===== src/rtl/fixed_point_pkg.sv =====
// Shared constants and types for the 16-bit sign-magnitude fixed-point datapath
// (1 sign, 7 integer, 8 fraction bits), used by both the divider and the multiplier.
package fixed_point_pkg;
  localparam int FXP_WIDTH     = 16;
  localparam int FXP_FRAC_BITS = 8;

  typedef logic [FXP_WIDTH-1:0] fixed_t;

  typedef enum logic [1:0] {
    IDLE   = 2'd0,
    DIVIDE = 2'd1,
    DONE   = 2'd2
  } div_state_t;
endpackage


===== src/rtl/fixed_point_divide.sv =====
// Sequential sign-magnitude fixed-point divider, one restoring step per clock.
// Build option FIXED_DIV_SAT_EN: saturate the magnitude on overflow instead of wrapping.
//
// state  | meaning
// IDLE   | waiting for start; operands latched on acceptance
// DIVIDE | one restoring quotient bit per cycle, counter runs ITER-1 down to 0
// DONE   | register quotient and flags, pulse done next cycle
module fixed_point_divide
  import fixed_point_pkg::*;
#(
  parameter int WIDTH     = FXP_WIDTH,
  parameter int FRAC_BITS = FXP_FRAC_BITS
) (
  input  logic             clk,
  input  logic             n_rst,
  input  logic             start,
  input  logic [WIDTH-1:0] dividend,
  input  logic [WIDTH-1:0] divisor,
  output logic             busy,
  output logic             done,
  output logic [WIDTH-1:0] quotient,
  output logic             overflow,
  output logic             div_by_zero
);

  localparam int MAG   = WIDTH - 1;
  localparam int ITER  = WIDTH - 1 + FRAC_BITS;
  localparam int CNT_W = $clog2(ITER);

  div_state_t       state, state_nxt;
  logic [CNT_W-1:0] cnt;
  logic [ITER-1:0]  quo_sh;
  logic [MAG:0]     rem;
  logic [MAG-1:0]   dvs_mag;
  logic             sign_q;

  logic             accept, step, finish;
  logic [MAG:0]     shifted;
  logic [WIDTH:0]   trial;
  logic             bit_ge;
  logic             raw_ovf, zero_div;
  logic [MAG-1:0]   mag_fin;

  always_ff @(posedge clk or negedge n_rst) begin
    if (!n_rst) state <= IDLE;
    else        state <= state_nxt;
  end

  always_comb begin
    state_nxt = state;
    case (state)
      IDLE:    if (start) state_nxt = DIVIDE;
      DIVIDE:  if (cnt == '0) state_nxt = DONE;
      DONE:    state_nxt = IDLE;
      default: state_nxt = IDLE;
    endcase
  end

  always_comb begin
    accept = (state == IDLE) && start;
    step   = (state == DIVIDE);
    finish = (state == DONE);
  end

  // Remainder stays below the divisor, so WIDTH bits hold the shifted value.
  always_comb begin
    shifted = {rem[MAG-1:0], quo_sh[ITER-1]};
    trial   = {1'b0, shifted} - {2'b00, dvs_mag};
    bit_ge  = ~trial[WIDTH];
  end

  always_comb begin
    raw_ovf  = |quo_sh[ITER-1:MAG];
    zero_div = (dvs_mag == '0);
    mag_fin  = quo_sh[MAG-1:0];
    if (zero_div) mag_fin = '1;
`ifdef FIXED_DIV_SAT_EN
    else if (raw_ovf) mag_fin = '1;
`endif
  end

  always_ff @(posedge clk or negedge n_rst) begin
    if (!n_rst) begin
      cnt         <= '0;
      quo_sh      <= '0;
      rem         <= '0;
      dvs_mag     <= '0;
      sign_q      <= 1'b0;
      busy        <= 1'b0;
      done        <= 1'b0;
      quotient    <= '0;
      overflow    <= 1'b0;
      div_by_zero <= 1'b0;
    end else begin
      done <= finish;
      // A new acceptance can coincide with the done cycle; busy must stay high then.
      if (accept) begin
        cnt     <= CNT_W'(ITER - 1);
        rem     <= '0;
        quo_sh  <= {dividend[MAG-1:0], {FRAC_BITS{1'b0}}};
        dvs_mag <= divisor[MAG-1:0];
        sign_q  <= dividend[MAG] ^ divisor[MAG];
        busy    <= 1'b1;
      end else if (done) begin
        busy <= 1'b0;
      end
      if (step) begin
        if (cnt != '0) cnt <= cnt - 1'b1;
        rem    <= bit_ge ? trial[MAG:0] : shifted;
        quo_sh <= {quo_sh[ITER-2:0], bit_ge};
      end
      if (finish) begin
        quotient    <= {sign_q & (mag_fin != '0), mag_fin};
        overflow    <= raw_ovf & ~zero_div;
        div_by_zero <= zero_div;
      end
    end
  end

endmodule


===== config.mk =====
export PLATFORM = sky130hd
export DESIGN_NAME = fixed_point_divide
export DESIGN_NICKNAME = d
export VERILOG_FILES = /design/src/rtl/fixed_point_pkg.sv /design/src/rtl/fixed_point_divide.sv
export SDC_FILE = /design/constraint.sdc
export NUM_CORES = 1
export LEC_CHECK = 0
export BUFFER_PORTS_ARGS = -buffer_cell sky130_fd_sc_hd__buf_2
export CORE_MARGIN = 2
export CORE_UTILIZATION = 58
export DETAILED_ROUTE_END_ITERATION = 8
export HOLD_SLACK_MARGIN = 0.02
export PLACE_DENSITY_LB_ADDON = 0.08
export SLEW_MARGIN = 20
export SYNTH_ARGS = -nofsm -noshare
export SYNTH_HDL_FRONTEND = slang
export SYNTH_SLANG_ARGS = --single-unit
export TNS_END_PERCENT = 10

===== constraint.sdc =====
create_clock -name clk -period 3.3 [get_ports clk]
set_input_delay 0.33 -clock clk [delete_from_list [all_inputs] [get_ports clk]]
set_output_delay 0.33 -clock clk [all_outputs]
set_load 0.005 [all_outputs]

== Word-level counts from Yosys, hierarchy flattened ==
Index checks and enable logic that the tools add are counted.
Word-level totals
  input bits: 35
  memories kept: 0
  RAM bits: 0
  bits in registers: 81
  ROM bits: 0
  bits in latches: 0
Operators by class
  divide/modulo/power cells: 0
  equal/unequal tests: 4
  add/subtract/negate cells: 2
  magnitude comparators: 0
  multiplexer cells: 14
  multiply operators: 0
  shift-type cells: 0
  bitwise operators: 5
  reductions and logical operators: 10
Operators with widths (number)
  $mux W15: 4
  $mux W23: 2
  $sub A16 B15 Y17: 1
  $logic_not A15 Y1: 1
  $mux W5: 3
  $reduce_bool A15 Y1: 1
  $reduce_or A8 Y1: 1
  $logic_not A5 Y1: 1
  $reduce_bool A5 Y1: 1
  $sub A5 B1 Y5 const B: 1
  $mux W2: 2
  $pmux W2 S2: 1
  $reduce_bool A2 Y1: 2
  $and A1 B1 Y1: 2
  $eq A2 B1 Y1 const B: 1
  $eq A2 B2 Y1 const B: 1
  $logic_not A2 Y1: 1
  $mux W1: 2
  $ne A2 B1 Y1 const B: 1
  $ne A2 B2 Y1 const B: 1
  $not A1 Y1: 2
  $reduce_and A2 Y1: 1
  $logic_and A1 B1 Y1: 1
  $xor A1 B1 Y1: 1

== Logic depth before layout (Yosys ltp) ==
  depth after elaboration: 5
  depth in mapped cells: 12
  depth with buffers taken out: 11

== Worst setup path after synthesis ==
No wires, ideal clock.
  kind: reg2reg
  from: register quo_sh[22]
  to: register rem[3]
  setup slack: 930 ps
  clock period less this slack: 2370 ps
  stages on the path, launching flop included: 12
  arrival time: 2244 ps
  buffers on the path: 1
  cells stage by stage: dfrtp_1 > inv_1 > ha_1 > inv_1 > fa_1 > a21oi_1 > nand4b_1 > a21oi_2 > nor3_2 > o21ai_4 > buf_6 > a221o_1
Between the ends
  word-level cells in the longest chain between the ends: 3
Ends and longest elaborated chain
  start, declared: line fixed_point_divide.sv:32  | logic [ITER-1:0] quo_sh;
  start signal, assigned: line fixed_point_divide.sv:100  | quo_sh <= {dividend[MAG-1:0], {FRAC_BITS{1'b0}}};
  start signal, assigned: line fixed_point_divide.sv:110  | quo_sh <= {quo_sh[ITER-2:0], bit_ge};
  $sub A16 B15 Y17: line fixed_point_divide.sv:68  | trial = {1'b0, shifted} - {2'b00, dvs_mag};
  $mux W15: line fixed_point_divide.sv:109  | rem <= bit_ge ? trial[MAG:0] : shifted;
  $mux W15: line fixed_point_divide.sv:107  | if (step) begin
  end signal, assigned: line fixed_point_divide.sv:109
  end, declared: line fixed_point_divide.sv:33  | logic [MAG:0] rem;
No other way between the ends.
A chain may end at the register's enable or synchronous reset.

== Worst setup path after layout ==
  from: register quo_sh[22]
  to: register rem[0]
Between the ends
  word-level cells in the longest chain between the ends: 3
Ends and longest elaborated chain (line)
  $sub A16 B15 Y17: fixed_point_divide.sv:68
  $mux W15 (*): fixed_point_divide.sv:109
  $mux W15 (*): fixed_point_divide.sv:107
Every way passes the cells marked *; elsewhere a longest branch is shown, timed or not.

==> impl_metrics.tcl <==
set metrics [dict create \
    holdWs_ps -4.00 \
    seq_area_frac_synth_pct 49.1 \
    end_kind "register" \
    cp_slowest_stage_delay_ps 550 \
    final_antenna_net_count 0 \
    vias 3350 \
    synth_nets 493 \
    synth_warnings 0 \
    cts_max_level 3 \
    cts_max_path_buffers 2 \
    grt_pass1_wl_mm 15.4 \
    syn_inst 441 \
    synth_compound_area_share_pct 19.3 \
    post_cts.repair.setup_buffers 0 \
    cellPowerDensity_nw_per_um2 1150 \
    tightest_slew_ps 715 \
    n_fill_cell 546 \
    dieArea_um2 7810 \
    synth_top_family_by_area "compound AO/OA/AOI/OAI gates" \
    layout_setup_ws_ps 681 \
    cp_max_fo 17 \
    synth.avg_cell_area_um2 9.36 \
    final_cell_mix "dfrtp_1, nand2_1, buf_2" \
    cts_root_buf "clkbuf_8" \
    antenna_found_initial 0 \
    instances_no_fill 587 \
    overflow 0 \
    post_cts_resized 0 \
    core_um2 6830 \
    synth-simple-area-share_pct 15.5 \
    cap_violations 0 \
    power_mw 5.38 \
    synth-main-ff-cell "dfrtp_1" \
    path_cells "inv_1, ha_1, inv_1, fa_1, a21oi_1, nand4b_1, a21oi_2, nor3_2, o21ai_4, mux2i_1, a22o_1" \
    nNetsFinal 538 \
    cp.required_ps 3550 \
    period_minus_slack_ps 2620 \
    dp_cells 571 \
    clock_latency_ps 360 \
    vias_per_cell 5.71 \
    synthAdderAreaFrac_pct 5.33 \
    grt_pass1_vias 3206 \
    synth_area_um2 4130 \
    grt_start_max_net_pins 82 \
    place_hpwl_mm 6.18 \
    routed_wl_mm 9.19 \
    cts_buffers 9 \
    relSlewSlack_pct 52.3 \
    fmax_mhz 382 \
    clkSinkCount 81 \
    post_drt_wl_per_cell_um 15.7 \
    pre_cts_ws_ps 712 \
    track_usage_pct 25.3 \
    diodes 0 \
    cp_slowest_cell "o21ai_4" \
    status "finished with violations" \
    globalplace.congestion 0.933 \
    die_w_um 88.4 \
    rsz0062_at_grt "no" \
    area_delta_synth_final_pct 12.9 \
    clkTransAtPathRegs_ps 100 \
    io_buffer_count 54 \
    power.leakage_nw 2.14 \
    drive_gt1_share_pct 18.1 \
    synthArstFlopShare_pct 100 \
    num_rows 30 \
    multi_input_area_um2 1920 \
    seqCellArea_um2 2030 \
    crit_path_frequent_cell "inv_1" \
    drt_iter0_drc 223 \
    pin_count 55 \
    final-setup-viol-count 0 \
    die_height_um 88.4 \
    synth-seq-cells 81 \
    synth_edf_count 0 \
    synth-xor-area-share_pct 2.55 \
    drt_pass1_iterations 5 \
    clock_skew_ps 16.1 \
    muxShareOfSynthArea_pct 3.49 \
    slew_violations 0 \
    remaining_drc_errors 0 \
    violations "hold timing" \
    crit_type "register to register" \
    cts_tree "built" \
    cts_hold_buf 0 \
    period_share_pct 79.4 \
    final_common_cell "dfrtp_1" \
    worst-endpoint-arrival_ps 2860 \
    holdCritPathClass "primary input to asynchronous set/reset pin" \
    yosys.cell_types.count 50 \
    r2r_slack_ps 680 \
    final_core_util_pct 68.2 \
    hold_viol_final 5 \
    tns_ps 0 \
    critPathLaunchType "register" \
    start_util_pct 60.4 \
    peakVddDrop_v 0.000603 \
]
## synth_stat cells, types with 6 or more instances
cell	instances	area, µm²
clkbuf_1	19	71.3
nand2_1	61	229
mux2i_1	11	110
a22oi_1	15	113
ha_1	16	200
o21ai_0	51	255
nor3_1	9	45.0
xnor2_1	6	52.6
nor2_1	39	146
inv_1	20	75.1
nor4_1	7	43.8
dfrtp_1	81	2030
a21oi_1	28	140
xor2_1	6	52.6
o21a_1	6	45.0
a22o_1	8	70.1
## metal layers
| metal | vias to the layer above | part of all wire (%) | global-route usage (%) |
|---|---|---|---|
| li1 | 1627 | - | - |
| met1 | 1638 | 48 | 36.4 |
| met2 | 73 | 47 | 39.5 |
| met3 | 12 | 3.6 | 3.92 |
| met4 | 0 | 1.5 | 8.40 |
| met5 | - | 0 | 0 |
## layout make-up
type	instances	share of cell area (%)
multi-input combinational	315	41.1
clock buffer	9	2.66
sequential	81	43.5
inverter	20	1.61
tap	96	2.58
timing repair buffer	59	6.74
clock inverter	7	1.80
## power breakdown
part           internal, mW  switching (mW)  leakage, nW
Combinational          1.21            1.56         1.05
Clock                 0.364           0.405        0.103
Sequential             1.45           0.383        0.984
## registers in the layout, indices dropped and copies added, names as in the netlist
name	flops
quo_sh	23
quotient	16
dvs_mag	15
rem	15
cnt	5
state	2
busy	1
div_by_zero	1
done	1
overflow	1
sign_q	1
## logic make-up (layout without fill, tap and decap cells)
group	count (synthesis)	count (layout)
AND/OR/NAND/NOR	142	142
flip-flops	81	81
buffers and inverters	45	95
XOR/XNOR	12	12
AO/OA/AOI/OAI	130	130
multiplexers	14	14
adder cells (fa/ha/maj)	17	17
## critical path: cells and delay by family (launching register included)
kind,cells,cell delay (ps)
buf+inv,2,140
simple gates,2,310
fa+ha+maj,2,410
compound gates,4,1080
mux,1,170
flops,1,400
## metrics by stage
stage | hold slack [ps] | cell area, µm²
2_1_floorplan | 34.4 | 4130
3_3_place_gp | 438 | 4450
3_5_place_dp | 474 | 4450
4_1_cts | 168 | 4660
5_1_grt | 54.3 | 4660
6_report | -4.00 | 4660
## path summary, 6_finish.rpt
check / endpoint / start / cells past startpoint
min in group clk: dvs_mag[3] / divisor[3] / 3
setup reg to reg: rem[0] / quo_sh[22] / 11
hold reg to reg: busy / done / 1
setup / recovery: rem[0] / quo_sh[22] / 11
hold / removal: quotient[4] / n_rst / 1
max in group asynchronous: rem[7] / n_rst / 1
No activity file was read; power rests on OpenSTA's default activity.
